[src/rtl/hazard_stall_ctrl.sv]
// Pipeline stall producer: load-use bubble, branch flush, start gating and a
// freeze for multi-cycle data-memory accesses, plus a saturating stall counter.
module hazard_stall_ctrl #(
  parameter int MEM_LAT = 3,
  parameter int CNT_W   = 4
) (
  input  logic        clk_i,
  input  logic        rst_i,
  input  logic        start_i,
  input  logic [4:0]  id_rs1_i,
  input  logic [4:0]  id_rs2_i,
  input  logic        id_useRs2_i,
  input  logic        ex_memRead_i,
  input  logic [4:0]  ex_rd_i,
  input  logic        mem_access_i,
  input  logic        branchTaken_i,
  output logic        hazardDetected_o,
  output logic        pcWrite_o,
  output logic        ifidWrite_o,
  output logic        ifidFlush_o,
  output logic        pipeFreeze_o,
  output logic [31:0] stallCycles_o
);

  typedef enum logic [1:0] {IDLE, RUN, MEMWAIT} state_t;

  localparam bit                MEM_WAIT_EN = (MEM_LAT > 1);
  localparam int                CNT_INIT_I  = MEM_WAIT_EN ? (MEM_LAT - 2) : 0;
  localparam logic [CNT_W-1:0]  CNT_INIT    = CNT_INIT_I[CNT_W-1:0];

  state_t           state, state_nxt;
  logic [CNT_W-1:0] cnt, cnt_nxt;
  logic [31:0]      stall_q;
  logic             load_use;
  logic             mem_hold;

  assign load_use = ex_memRead_i && (ex_rd_i != 5'd0) &&
                    ((ex_rd_i == id_rs1_i) || (id_useRs2_i && (ex_rd_i == id_rs2_i)));

  always_comb begin
    state_nxt        = state;
    cnt_nxt          = cnt;
    mem_hold         = 1'b0;
    pcWrite_o        = 1'b1;
    ifidWrite_o      = 1'b1;
    pipeFreeze_o     = 1'b0;
    hazardDetected_o = 1'b0;
    ifidFlush_o      = 1'b0;

    case (state)
      IDLE: begin
        pcWrite_o    = 1'b0;
        ifidWrite_o  = 1'b0;
        pipeFreeze_o = 1'b1;
        if (start_i) state_nxt = RUN;
      end
      RUN: begin
        if (MEM_WAIT_EN && mem_access_i) begin
          mem_hold  = 1'b1;
          state_nxt = MEMWAIT;
          cnt_nxt   = CNT_INIT;
        end
      end
      MEMWAIT: begin
        // The release cycle ignores mem_access_i: it still reflects the same access.
        if (cnt != '0) begin
          mem_hold = 1'b1;
          cnt_nxt  = cnt - CNT_W'(1);
        end else begin
          state_nxt = RUN;
        end
      end
      default: state_nxt = IDLE;
    endcase

    if (state != IDLE) begin
      if (mem_hold) begin
        pcWrite_o    = 1'b0;
        ifidWrite_o  = 1'b0;
        pipeFreeze_o = 1'b1;
      end else if (load_use) begin
        // Branch is suppressed here; it is re-evaluated once the bubble clears.
        hazardDetected_o = 1'b1;
        pcWrite_o        = 1'b0;
        ifidWrite_o      = 1'b0;
      end else if (branchTaken_i) begin
        ifidFlush_o = 1'b1;
      end
    end
  end

  always_ff @(posedge clk_i or negedge rst_i) begin
    if (!rst_i) begin
      state <= IDLE;
      cnt   <= '0;
    end else begin
      state <= state_nxt;
      cnt   <= cnt_nxt;
    end
  end

  always_ff @(posedge clk_i or negedge rst_i) begin
    if (!rst_i) begin
      stall_q <= '0;
    end else if ((state != IDLE) && !pcWrite_o && (stall_q != 32'hFFFF_FFFF)) begin
      stall_q <= stall_q + 32'd1;
    end
  end

  assign stallCycles_o = stall_q;

endmodule

[config.mk]
export PLATFORM = sky130hd
export DESIGN_NAME = hazard_stall_ctrl
export DESIGN_NICKNAME = d
export VERILOG_FILES = /design/src/rtl/hazard_stall_ctrl.sv
export SDC_FILE = /design/constraint.sdc
export NUM_CORES = 1
export LEC_CHECK = 0
export CORE_MARGIN = 2
export CORE_UTILIZATION = 35
export CTS_BUF_LIST = sky130_fd_sc_hd__clkbuf_16
export DETAILED_ROUTE_END_ITERATION = 16
export GPL_TIMING_DRIVEN = 1
export PLACE_DENSITY_LB_ADDON = 0.1
export SYNTH_ARGS = -nofsm -noshare
export SYNTH_HDL_FRONTEND = slang
export SYNTH_SLANG_ARGS = --single-unit
[constraint.sdc]
create_clock -name clk_i -period 2.5 [get_ports clk_i]
set_input_delay 0.625 -clock clk_i [delete_from_list [all_inputs] [get_ports clk_i]]
set_output_delay 0.625 -clock clk_i [all_outputs]
set_load 0.02 [all_outputs]
==> impl_metrics.ini <==
[power]
seqPwrFrac_pct = 29.6
clkPwrFrac_pct = 22.6
switchingPower_uw = 971
sw_frac_of_total_pct = 37.3
combPwrFrac_pct = 47.8
p_int_uw = 1630
ir_drop_v = 0.000519
power.leakage_uw = 0.00146
powerDensity_nw_per_um2 = 794

[finish]
fin_nets = 346
area_growth_pct = 48.5
n_antenna_cell = 0
multi_input_area_sq_um = 1260
drive_gt1_share_pct = 22.3
nFillCells = 558
regArea_sq_um = 951
layoutNonFillerInstCount = 393
layout_commonest_cell = dfrtp_1
stdcell_area_sq_um = 3270
final_cell_mix = 38 x dfrtp_1, 37 x clkdlybuf4s50_1, 32 x xnor2_1, 28 x buf_4, 22 x nand3_1

[cts]
clockRootBuffer = clkbuf_16
cts_max_level = 2
cts_tree = built
cts_made_buffers = 5
cts_max_path_buffers = 2
hold_buffers = 0
path_clk_slew_ns = 0.05
cts_sinks = 38
clock_latency_ns = 0.28

[setup_path]
crit_arrival_ns = 1.96
cpMaxStageDelayCell = nor4_2
critPathTopFamily = simple AND/OR/NAND/NOR gates
worstSetupPathType = in2out
critPathCaptureType = output pin
crit_fanout = 3
cp_common_cell = buf_6
required_ns = 1.88
path_buf_inv = 2
r2r_setup_slack_ns = 0.23
worst_setup_path_start_kind = input port
cpPeakStageDelay_ns = 0.36
path_cells = buf_6, xor2_1, nor4_2, a32oi_2, nor2_2, nor2_4, and2_4, buf_6

[sta]
fmax_mhz = 387
skew_ns = 0.00359
rsz0062_at_grt = true
drv_slew = 0
setup_ws_ns = -0.0830
finalSetupViolCount = 2
slew_headroom_pct = 44.6
fin_crit_ns = 2.58
hold_viol_final = 0
tightest_slew_ns = 0.831
period_share_pct = 103

[flow_run]
maxCapViolations = 0

[place]
dp_cells = 380
postPlaceCellArea_sq_um = 3060
port_buffers = 58
gp_congestion = 0.863
place_hpwl_um = 3790
post-place-ws_ns = -0.909

[route]
drt_iter0_drc = 86
vias_per_cell = 4.98
drt_pass1_iterations = 4
drc = 0
via_count = 1958
wl_per_cell_um = 13.7
drtAntennaViolNets = 0
totalWireLength_um = 5370

[logic_synthesis]
syn_nets = 256
avgSynthCellArea_sq_um = 9.71
ys_ff_latch = 38
yosys.area.top_type = dfrtp_1
netlist.area_leader.share_pct = 43.2
synthCells = 227
yosys-top-cells-area = dfrtp_1 43%, xnor2_1 13%, nand3_1 5.0%
synth-edff-count = 0
syn-cell-area_sq_um = 2200
synthFlopType = dfrtp_1
synth_cell_types = 40
yosysWarnings = 0
ys_seq_area_share_pct = 43.2
ys_async_sr_fraction_pct = 100

[floorplanning]
die_h_um = 83.3
ios = 59
start_util_pct = 36.8
die_width_um = 83.3
num_rows = 28
core_sq_um = 5990
die_area_sq_um = 6950

[global_routing]
grt_pass1_wl_um = 8760
grt_max_degree = 39
grt_usage_pct = 15.3
grt_overflow = 0
grt_pass1_vias = 1908
antenna_found_initial = 0

[run_status]
failed_checks = setup timing
status = finished with violations

[worst_hold_path]
hold_path.class = in2async
==> power groups by stage <==
stage | registers (uW) | clock network (uW) | logic (uW)
floorplan | 804 | 0 | 630
global placement | 772 | 0 | 1190
detailed placement | 772 | 0 | 1200
CTS | 766 | 604 | 1200
global route | 778 | 641 | 1350
finish | 768 | 588 | 1240
==> cell type report <==
cell class | instances | area share, %
clock buffer | 5 | 3.82
clock inverter | 3 | 0.382
inverter | 9 | 1.03
multi-input combinational | 173 | 38.5
sequential | 38 | 29.1
tap | 75 | 2.87
timing repair buffer | 90 | 24.4
==> through the flow <==
| stage | hold slack [ns] | utilization, % | TNS, ns | total power (uW) |
|---|---|---|---|---|
| 5_1_grt | 0.497 | 54.6 | -1.95 | 2770 |
| 4_1_cts | 0.486 | 53.6 | 0 | 2570 |
| 3_3_place_gp | 0.479 | 51.0 | -14.87 | 1960 |
| 2_1_floorplan | 0.329 | - | 0 | 1430 |
| 3_5_place_dp | 0.481 | 51.0 | -15.66 | 1980 |
| 6_report | 0.447 | 54.6 | -0.0885 | 2600 |
==> synth_stat cells (2+ instances only) <==
library cell,n
xor2_1,9
clkbuf_1,2
ha_1,7
inv_1,9
nand3_1,22
nor4_1,2
and2_1,3
buf_2,2
nand2b_1,2
and3_1,12
o21ai_0,9
nand4_1,12
mux2i_1,2
nor2_1,14
and4_1,5
xnor2_1,32
nand2_1,13
nor3_1,7
dfrtp_1,38
a21oi_1,5
==> repair_timing <==
item                       4_1_cts  5_1_grt
setup endpoints to repair       36       14
setup buffers                    5        1
pin swaps                       12        7
resized for setup               65       15
==> metal layers <==
metal  up-vias  global-route usage, %  wire (um)
li1        977                      -          -
met1       918                   19.5       2560
met2        58                   25.1       2490
met3         5                   3.38        249
met4         0                   5.81         72
met5         -                      0          0
==> registers in the layout, summed over array words and instances (netlist names) <==
register,cells
stallCycles_o,32
state,2
cnt,4
==> cells by family after synthesis <==
logic type	synth area share (%)
buffers and inverters	3.35
multiplexers	1.42
adder cells (fa/ha/maj)	3.97
AND/OR/NAND/NOR	26.3
XOR/XNOR	16.3
AO/OA/AOI/OAI	5.51
flip-flops	43.2
==> path summary, 6_finish.rpt <==
| kind | from | end | depth (start not counted) |
|---|---|---|---|
| worst max-delay path | id_rs2_i[3] | ifidFlush_o | 8 |
| worst min-delay path | rst_i | stallCycles_o[7] | 1 |
| worst max register to register | stallCycles_o[14] | stallCycles_o[1] | 7 |
| worst min register to register | stallCycles_o[27] | stallCycles_o[27] | 1 |
| max in group asynchronous | rst_i | stallCycles_o[4] | 1 |
| min in group clk_i | stallCycles_o[27] | stallCycles_o[27] | 1 |
Power figures use the tool's default switching activity.
